**config.mk**
```make
export PLATFORM = sky130hd
export DESIGN_NAME = alu_controller
export DESIGN_NICKNAME = d
export VERILOG_FILES = /design/src/rtl/alu_controller.sv
export SDC_FILE = /design/constraint.sdc
export NUM_CORES = 1
export LEC_CHECK = 0
export ABC_AREA = 1
export CAP_MARGIN = 40
export CORE_MARGIN = 4
export CORE_UTILIZATION = 37
export CTS_CLUSTER_SIZE = 20
export DETAILED_ROUTE_END_ITERATION = 8
export PLACE_DENSITY = 0.76
export SLEW_MARGIN = 25
export SYNTH_ARGS = -nofsm -noshare
export SYNTH_HDL_FRONTEND = slang
export SYNTH_SLANG_ARGS = --single-unit
```
**constraint.sdc**
```tcl
create_clock -name Clock -period 1.3 [get_ports Clock]
set_input_delay 0.26 -clock Clock [delete_from_list [all_inputs] [get_ports Clock]]
set_output_delay 0.26 -clock Clock [all_outputs]
set_load 0.005 [all_outputs]
```
**src/rtl/alu_controller.sv**
```systemverilog
// alu_controller: sequencing front end for the combinational ALU.
// Accepts one request at a time, holds the ALU inputs for a multicycle
// settle window, captures result/flags and owns the architectural flags
// register that feeds the ALU's FlagsIn.
//
//   state | meaning
//   IDLE  | ready for a request; ALU inputs hold the last operation
//   EXEC  | ALU inputs stable, settle counter running down to capture
//   RESP  | result and flags presented until the consumer takes them
module alu_controller #(
    parameter int L          = 16,
    parameter int P          = 0,
    parameter int ExecCycles = 2
) (
    input  logic         Clock,
    input  logic         nReset,
    input  logic         ReqValid,
    output logic         ReqReady,
    input  logic [P:0]   ReqOp,
    input  logic [L-1:0] ReqA,
    input  logic [L-1:0] ReqB,
    output logic         RspValid,
    input  logic         RspReady,
    output logic [L-1:0] RspR,
    output logic [L-1:0] RspFlags,
    input  logic         FlagsClear,
    output logic [L-1:0] Flags,
    output logic [P:0]   AluOperation,
    output logic [L-1:0] AluA,
    output logic [L-1:0] AluB,
    output logic [L-1:0] AluFlagsIn,
    input  logic [L-1:0] AluR,
    input  logic [L-1:0] AluFlagsOut,
    output logic         Busy
);

    typedef enum logic [1:0] {
        IDLE = 2'd0,
        EXEC = 2'd1,
        RESP = 2'd2
    } stateT;

    // Low four bits are the ALU-owned flags; the rest pass through untouched.
    localparam logic [L-1:0] AluFlagMask = {{(L-4){1'b0}}, 4'hF};
    localparam logic [3:0]   SettleLoad  = 4'(ExecCycles - 1);

    stateT      state;
    stateT      stateNext;
    logic [3:0] settleCount;
    logic       legalOp;
    logic       accept;
    logic       capture;
    logic       respDone;

    // Only ops 0 and 1 exist; with a 1-bit op field every encoding is legal.
    if (P == 0) begin : gOpOneBit
        assign legalOp = 1'b1;
    end else begin : gOpWide
        assign legalOp = (ReqOp[P:1] == '0);
    end

    assign ReqReady   = (state == IDLE);
    assign RspValid   = (state == RESP);
    assign Busy       = (state != IDLE);
    assign AluFlagsIn = Flags;

    // State register.
    always_ff @(posedge Clock or negedge nReset) begin
        if (!nReset) begin
            state <= IDLE;
        end else begin
            state <= stateNext;
        end
    end

    // Next-state decode and the per-cycle control strobes.
    always_comb begin
        stateNext = state;
        accept    = 1'b0;
        capture   = 1'b0;
        respDone  = 1'b0;
        case (state)
            IDLE: begin
                if (ReqValid) begin
                    accept    = 1'b1;
                    stateNext = legalOp ? EXEC : RESP;
                end
            end
            EXEC: begin
                if (settleCount == 4'd0) begin
                    capture   = 1'b1;
                    stateNext = RESP;
                end
            end
            RESP: begin
                if (RspReady) begin
                    respDone  = 1'b1;
                    stateNext = IDLE;
                end
            end
            default: stateNext = IDLE;
        endcase
    end

    // ALU input latches and settle counter; ALU inputs change only on accept.
    always_ff @(posedge Clock or negedge nReset) begin
        if (!nReset) begin
            AluOperation <= '0;
            AluA         <= '0;
            AluB         <= '0;
            settleCount  <= 4'd0;
        end else begin
            if (accept) begin
                AluOperation <= ReqOp;
                AluA         <= ReqA;
                AluB         <= ReqB;
                settleCount  <= SettleLoad;
            end else if (state == EXEC && !capture) begin
                settleCount <= settleCount - 4'd1;
            end
        end
    end

    // Response capture. An illegal op answers with zero and the current flags.
    always_ff @(posedge Clock or negedge nReset) begin
        if (!nReset) begin
            RspR     <= '0;
            RspFlags <= '0;
        end else begin
            if (accept && !legalOp) begin
                RspR     <= '0;
                RspFlags <= Flags;
            end else if (capture) begin
                RspR     <= AluR;
                RspFlags <= AluFlagsOut;
            end
        end
    end

    // Architectural flags: sticky history from the ALU, low bits clearable.
    always_ff @(posedge Clock or negedge nReset) begin
        if (!nReset) begin
            Flags <= '0;
        end else begin
            if (capture) begin
                Flags <= FlagsClear ? (AluFlagsOut & ~AluFlagMask) : AluFlagsOut;
            end else if (FlagsClear) begin
                Flags <= Flags & ~AluFlagMask;
            end
        end
    end

endmodule

```
==> results of run 1 <==
## through the flow
stage | hold WS (ns) | utilization
floorplan | -0.03559 | -
global placement | 0.2635 | 0.5825
detailed placement | 0.2643 | 0.5825
CTS | 0.4278 | 0.6602
global route | 0.4452 | 0.7184
finish | 0.4388 | 0.7184
## layer usage
metal  up-vias  part of all wire
met3        15             0.062
met1      1767              0.39
met5         -                 0
met2       129              0.53
li1       1718                 -
met4         0             0.012
## power groups by stage
stage / Sequential (uW) / Combinational, uW / Clock, uW
3_3_place_gp: 4760 / 6600 / 0
6_report: 4850 / 9880 / 1920
2_1_floorplan: 4850 / 2970 / 0
3_5_place_dp: 4820 / 6820 / 0
5_1_grt: 5010 / 10600 / 2060
4_1_cts: 4710 / 8160 / 1940
## flip-flops by register name (all words and copies together) (netlist names)
signal        cells
RspFlags         16
AluOperation      1
settleCount       4
AluA             16
AluFlagsIn       16
AluB             16
state             2
RspR             16
## critical path, cell delays in order (launching register included)
cell and delay, ns:
dfrtp_2 0.44, buf_6 0.13, buf_6 0.11, nand2_4 0.06, inv_6 0.05, buf_12 0.12, nand2_8 0.10, buf_6 0.15
buf_16 0.14, o21ai_1 0.08
## path summary, 6_finish.rpt
check | from | end
max in group asynchronous | nReset | AluB[8]
worst max register to register | state[0] | RspFlags[7]
worst min register to register | AluB[12] | AluB[12]
worst max-delay path | state[0] | RspFlags[7]
worst min-delay path | nReset | RspR[1]
min in group Clock | ReqA[14] | AluA[14]
## repair_timing
action / CTS / global route
gates cloned: 6 / 4
hold endpoints to repair: 87 / 0
pin swaps: 6 / 13
hold buffers: 1 / 0
endpoints found under the setup margin: 161 / 134
gates resized for setup: 195 / 141
buffers inserted: 39 / 24
## cell usage in the layout (no fill, tap or decap), types with 2 or more instances in the layout
master           count
buf_12              10
buf_16               6
buf_2                8
buf_4               57
buf_6               15
buf_8                4
clkbuf_16            3
clkbuf_2             8
clkbuf_8            10
clkdlybuf4s15_1     51
clkdlybuf4s50_1     68
clkinvlp_4           3
dfrtp_1             86
dlygate4sd2_1       33
ha_1                 2
inv_1               16
inv_2                2
nand2_1             88
nand2_2             36
nand2_4             20
nand2_8              3
nand3_1             59
nand3_2              5
nand4_1              4
nor2_1               2
o21ai_1             13
o21ai_2             11
## logic make-up (layout without fill, tap and decap cells)
logic type / count (synthesis) / count (layout) / synth area share
xor gates and xnor gates: 1 / 1 / 0.002418
adders and majority gates: 2 / 2 / 0.006907
AOI/OAI and AO/OA: 26 / 26 / 0.03662
and+or+nand+nor: 219 / 219 / 0.2573
DFF: 87 / 87 / 0.6010
buffers and inverters: 59 / 300 / 0.09568
## synth_stat cells
cell	n	area, um^2
nand4_1	4	25.02
ha_1	2	25.02
nor2_1	3	11.26
inv_1	19	71.32
xor2_1	1	8.760
buf_4	17	127.6
nand3_1	64	320.3
nand2_1	144	540.5
o21ai_0	4	20.02
clkbuf_1	5	18.77
o31ai_1	1	7.510
dfrtp_1	87	2177
buf_2	11	55.05
o21ai_1	21	105.1
buf_6	6	67.56
inv_4	1	6.260
nor2_2	1	6.260
nand2_4	2	22.52
nand2_2	1	6.260
## area by class of cell
type	count	area [um^2]	area share
timing repair buffer	264	2668	0.3962
sequential	87	2178	0.3235
multi-input combinational	248	1444	0.2145
tap	129	161.4	0.02397
clock buffer	11	141.4	0.02100
inverter	20	82.58	0.01227
clock inverter	5	57.56	0.008549
==> flow_metrics.env, run 1 <==
export IMPL_cts_sinks=87
export IMPL_ys_ff_latch=87
export IMPL_grt_pass1_wl_um=17810
export IMPL_reg2reg_slack_ns=-0.18
export IMPL_ant_nets=0
export IMPL_mappedNetlistArea_um2=3622
export IMPL_cts_buffer_depth=2
export IMPL_drtIter0Drc=130
export IMPL_antenna_found_initial=0
export IMPL_globalRoute_totalOverflow=0
export IMPL_ys_seq_area_frac=0.6010
export IMPL_maxCapViolCount=0
export IMPL_p_sw_uw=6219
export IMPL_grt_use_met2=0.3336
export IMPL_relSlewSlack=0.8276
export IMPL_fin_cells=764
export IMPL_final_area_um2=6733
export IMPL_die_h_um=106.9
export IMPL_ys_warn_count=0
export IMPL_via_per_inst=4.750
export IMPL_pre_cts_slack_ns=-0.1264
export IMPL_n_fill_cell=693
export IMPL_track_usage=0.1938
export IMPL_period_share=1.141
export IMPL_slew_violations=0
export IMPL_hold_viol_final=0
export IMPL_drtPass1Iterations=5
export IMPL_finalSetupTns_ns=-6.953
export IMPL_place_area_um2=5459
export IMPL_max_freq_mhz=674.4
export IMPL_sw_frac_of_total=0.3734
export IMPL_portBuffers=169
export IMPL_rr_worst_depth=9
export IMPL_p_per_area_nw_per_um2=2473
export IMPL_grt_busiest_layer="met2"
export IMPL_drive_gt1_frac=0.3276
export IMPL_critical_path_max_fanout=9
export IMPL_place_congestion=0.7673
export IMPL_p_int_uw=10430
export IMPL_ios=170
export IMPL_dpl_hpwl_um=7211
export IMPL_yosysUniqueCellTypes=19
export IMPL_area_delta_synth_final_pct=85.87
export IMPL_rsz0062_at_grt="yes"
export IMPL_synthCells=394
export IMPL_grt_max_degree=45
export IMPL_crit_arrival_ns=1.71
export IMPL_grt_pass1_vias=3570
export IMPL_setup_violations=53
export IMPL_dp_cells=677
export IMPL_cts_buffers=9
export IMPL_combPwrFrac=0.593
export IMPL_seq_power_share=0.291
export IMPL_die_w_um=106.9
export IMPL_irDropWorstVdd_v=0.001608
export IMPL_syn_num_nets=466
export IMPL_finalWirelength_um=12290
export IMPL_start_util=0.3865
export IMPL_finalPower_uw=16650
export IMPL_grtUsageMet3=0.04877
export IMPL_holdCritPathClass="input pin to asynchronous set/reset pin"
export IMPL_critPathKind="flip-flop to flip-flop"
export IMPL_placementRows=35
export IMPL_clockPowerShare=0.115
export IMPL_clk_latency_ns=0.35
export IMPL_worstPathRequired_ns=1.53
export IMPL_wl_per_cell_um=16.08
export IMPL_leakage_uw=0.003420
export IMPL_final_nets=702
export IMPL_layout_setup_ws_ns=-0.1828
export IMPL_diodes=0
export IMPL_clk_pin_slew_ns=0.09
export IMPL_vias=3629
export IMPL_fin_skew_ns=0.01373
export IMPL_crit_path_end_kind="flip-flop"
export IMPL_grtUsageMet1=0.2417
export IMPL_core_area_um2=9371
export IMPL_syn_mean_instance_area_um2=9.193
export IMPL_dieArea_um2=11440
export IMPL_crit_path_start_kind="flip-flop"
export IMPL_worstMarginPinSlew_ns=0.2584
export IMPL_cts_tree="built"
export IMPL_min_period_ns=1.483
export IMPL_drcViolationCount=0
export IMPL_root_buffer="clkbuf_8"
export IMPL_violations="negative setup slack"
export IMPL_htreeDepth=3
export IMPL_status="finished, violations left"
Power figures use the tool's default switching activity.
==> run 2, diff against run 1 <==
--- a/config.mk
+++ b/config.mk
@@ -9,7 +9,6 @@
 export CAP_MARGIN = 40
 export CORE_MARGIN = 4
 export CORE_UTILIZATION = 37
-export CTS_CLUSTER_SIZE = 20
 export DETAILED_ROUTE_END_ITERATION = 8
 export PLACE_DENSITY = 0.76
 export SLEW_MARGIN = 25
==> constraint.sdc (replaced) <==
create_clock -name Clock -period 1.2 [get_ports Clock]
set_input_delay 0.24 -clock Clock [delete_from_list [all_inputs] [get_ports Clock]]
set_output_delay 0.24 -clock Clock [all_outputs]
set_load 0.005 [all_outputs]
==> run 2 against run 1 <==
The flow still finishes with violations (negative setup slack). Register-to-register slack lost 0.02 ns. Combinational power is 9.7% lower. Clock skew fell by 0.0015 ns. Via count fell by 3.4%. Clock-buffer cell count rose by 1. Core utilization down 6.5 points. Maximum frequency increased by 5.9%. Global-route usage fell by 1.5 points. Sequential cell count unchanged. Cell area decreased by 9.0%. First-iteration DRC count down 11%. Largest power group unchanged.
==> flow_metrics.env, run 2 (synthesized netlist as in run 1, its figures left out) <==
export IMPL_dpl_hpwl_um=6884
export IMPL_crit_path_end_kind="flip-flop"
export IMPL_critPathKind="flip-flop to flip-flop"
export IMPL_globalRoute_totalOverflow=0
export IMPL_htreeDepth=3
export IMPL_die_h_um=106.9
export IMPL_hold_ws_ns=0.4428
export IMPL_rsz0062_at_grt="yes"
export IMPL_violations="negative setup slack"
export IMPL_slew_violations=0
export IMPL_fin_cells=751
export IMPL_crit_path_start_kind="flip-flop"
export IMPL_place_area_um2=5430
export IMPL_status="finished, violations left"
export IMPL_vias=3505
export IMPL_final_area_um2=6126
export IMPL_core_area_um2=9371
export IMPL_layout_setup_ws_ns=-0.2008
export IMPL_cts_buffer_depth=2
export IMPL_antenna_found_initial=0
export IMPL_wl_per_cell_um=14.22
export IMPL_max_freq_mhz=713.9
export IMPL_hold_viol_final=0
export IMPL_final_common_cell="nand2_1"
export IMPL_critical_path_max_fanout=15
export IMPL_irDropWorstVdd_v=0.001241
export IMPL_start_util=0.3865
export IMPL_drive_gt1_frac=0.4068
export IMPL_cts_buffers=9
export IMPL_crit_arrival_ns=1.63
export IMPL_ant_nets=0
export IMPL_fin_skew_ns=0.01225
export IMPL_holdCritPathClass="input pin to flip-flop"
export IMPL_area_delta_synth_final_pct=69.12
export IMPL_die_w_um=106.9
export IMPL_finalWirelength_um=10680
export IMPL_final_nets=690
export IMPL_place_congestion=0.7887
export IMPL_drcViolationCount=0
export IMPL_clk_pin_slew_ns=0.09
export IMPL_clk_latency_ns=0.35
export IMPL_grt_pass1_wl_um=16350
export IMPL_cts_tree="built"
export IMPL_worstMarginPinSlew_ns=0.4545
export IMPL_placementRows=35
export IMPL_p_per_area_nw_per_um2=2652
export IMPL_drtPass1Iterations=4
export IMPL_drtIter0Drc=116
export IMPL_relSlewSlack=0.6970
export IMPL_root_buffer="clkbuf_8"
export IMPL_grt_max_degree=88
export IMPL_via_per_inst=4.667
export IMPL_period_share=1.167
export IMPL_maxCapViolCount=0
export IMPL_finalPower_uw=16250
export IMPL_setup_violations=99
export IMPL_ios=170
export IMPL_dp_cells=677
export IMPL_worstPathRequired_ns=1.43
export IMPL_leakage_uw=0.003237
export IMPL_dieArea_um2=11440
export IMPL_portBuffers=169
export IMPL_track_usage=0.1791
export IMPL_diodes=0
export IMPL_cts_sinks=87
export IMPL_grt_pass1_vias=3412
export IMPL_min_period_ns=1.401
export IMPL_final_cell_mix="94 x nand2_1, 87 x dfrtp_1, 71 x buf_2"
==> run 2: cell types whose count changed in the layout (fill, tap and decap cells not counted), sizes merged <==
cell           previous run  this run
buf                     100       165
clkdlybuf4s15            51         3
dlygate4sd2              33         0
clkbuf                   22        26
clkinvlp                  3         1
nand2                   147       148
==> run 2: worst max-delay path, cell delays in order (launching register included) <==
cell and delay, ns:
dfrtp_1 0.40, buf_4 0.14, buf_4 0.14, nand2_4 0.08, inv_8 0.05, nand2_8 0.08, nand2_8 0.09, buf_12 0.16
nand2_1 0.05, o21ai_1 0.06
==> run 2: timing repair <==
action / in CTS / in global routing
resized for setup: 416 / 96
cloned: 2 / 5
pin swaps: 4 / 3
buffers inserted: 43 / 13
hold endpoints to repair: 87 / 0
hold buffers: 1 / 0
setup endpoints to repair: 186 / 119
==> run 2: cell type report <==
type	instances	area, um^2
Timing Repair Buffer	251	2158
Multi-Input combinational cell	249	1349
Sequential cell	87	2177
Clock buffer	12	155.1
Clock inverter	3	42.54
Fill cell	769	3246
Tap cell	129	161.4
Inverter	20	82.58
==> run 2: worst paths after layout <==
| kind | start | endpoint | slack (ns) | cells past startpoint |
|---|---|---|---|---|
| worst max-delay path | state[0] | RspFlags[5] | -0.20 | 9 |
| worst min-delay path | ReqA[8] | AluA[8] | 0.44 | 3 |
| worst min register to register | RspR[6] | RspR[6] | 0.48 | 2 |
| min in group asynchronous | nReset | RspR[2] | 0.48 | 3 |
| worst max register to register | state[0] | RspFlags[5] | -0.20 | 9 |
| max in group asynchronous | nReset | RspFlags[7] | 0.37 | 3 |
==> run 2: metal layers <==
| layer | routed length [um] | vias to the layer above | track usage |
|---|---|---|---|
| met3 | 804 | 18 | 0.04756 |
| li1 | - | 1690 | - |
| met2 | 5378 | 149 | 0.3013 |
| met4 | 192 | 0 | 0.07306 |
| met1 | 4307 | 1648 | 0.2184 |
| met5 | 0 | - | 0 |
==> run 2: power breakdown <==
part	leakage, uW	total, uW	internal, uW	switching (uW)
combinational	0.00206	8920	4850	4060
clock	0.0000985	2050	1060	982
sequential	0.00108	5280	4340	946
==> run 2: per-stage QoR <==
stage	setup WS [ns]	util	TNS (ns)
after CTS	-0.2036	0.6163	-14.57
after global placement	-0.1794	0.5794	-5.888
after detailed placement	-0.1773	0.5794	-8.108
after floorplan	0.002013	-	0
after global routing	-0.2833	0.6537	-21.43
final	-0.2008	0.6537	-14.57
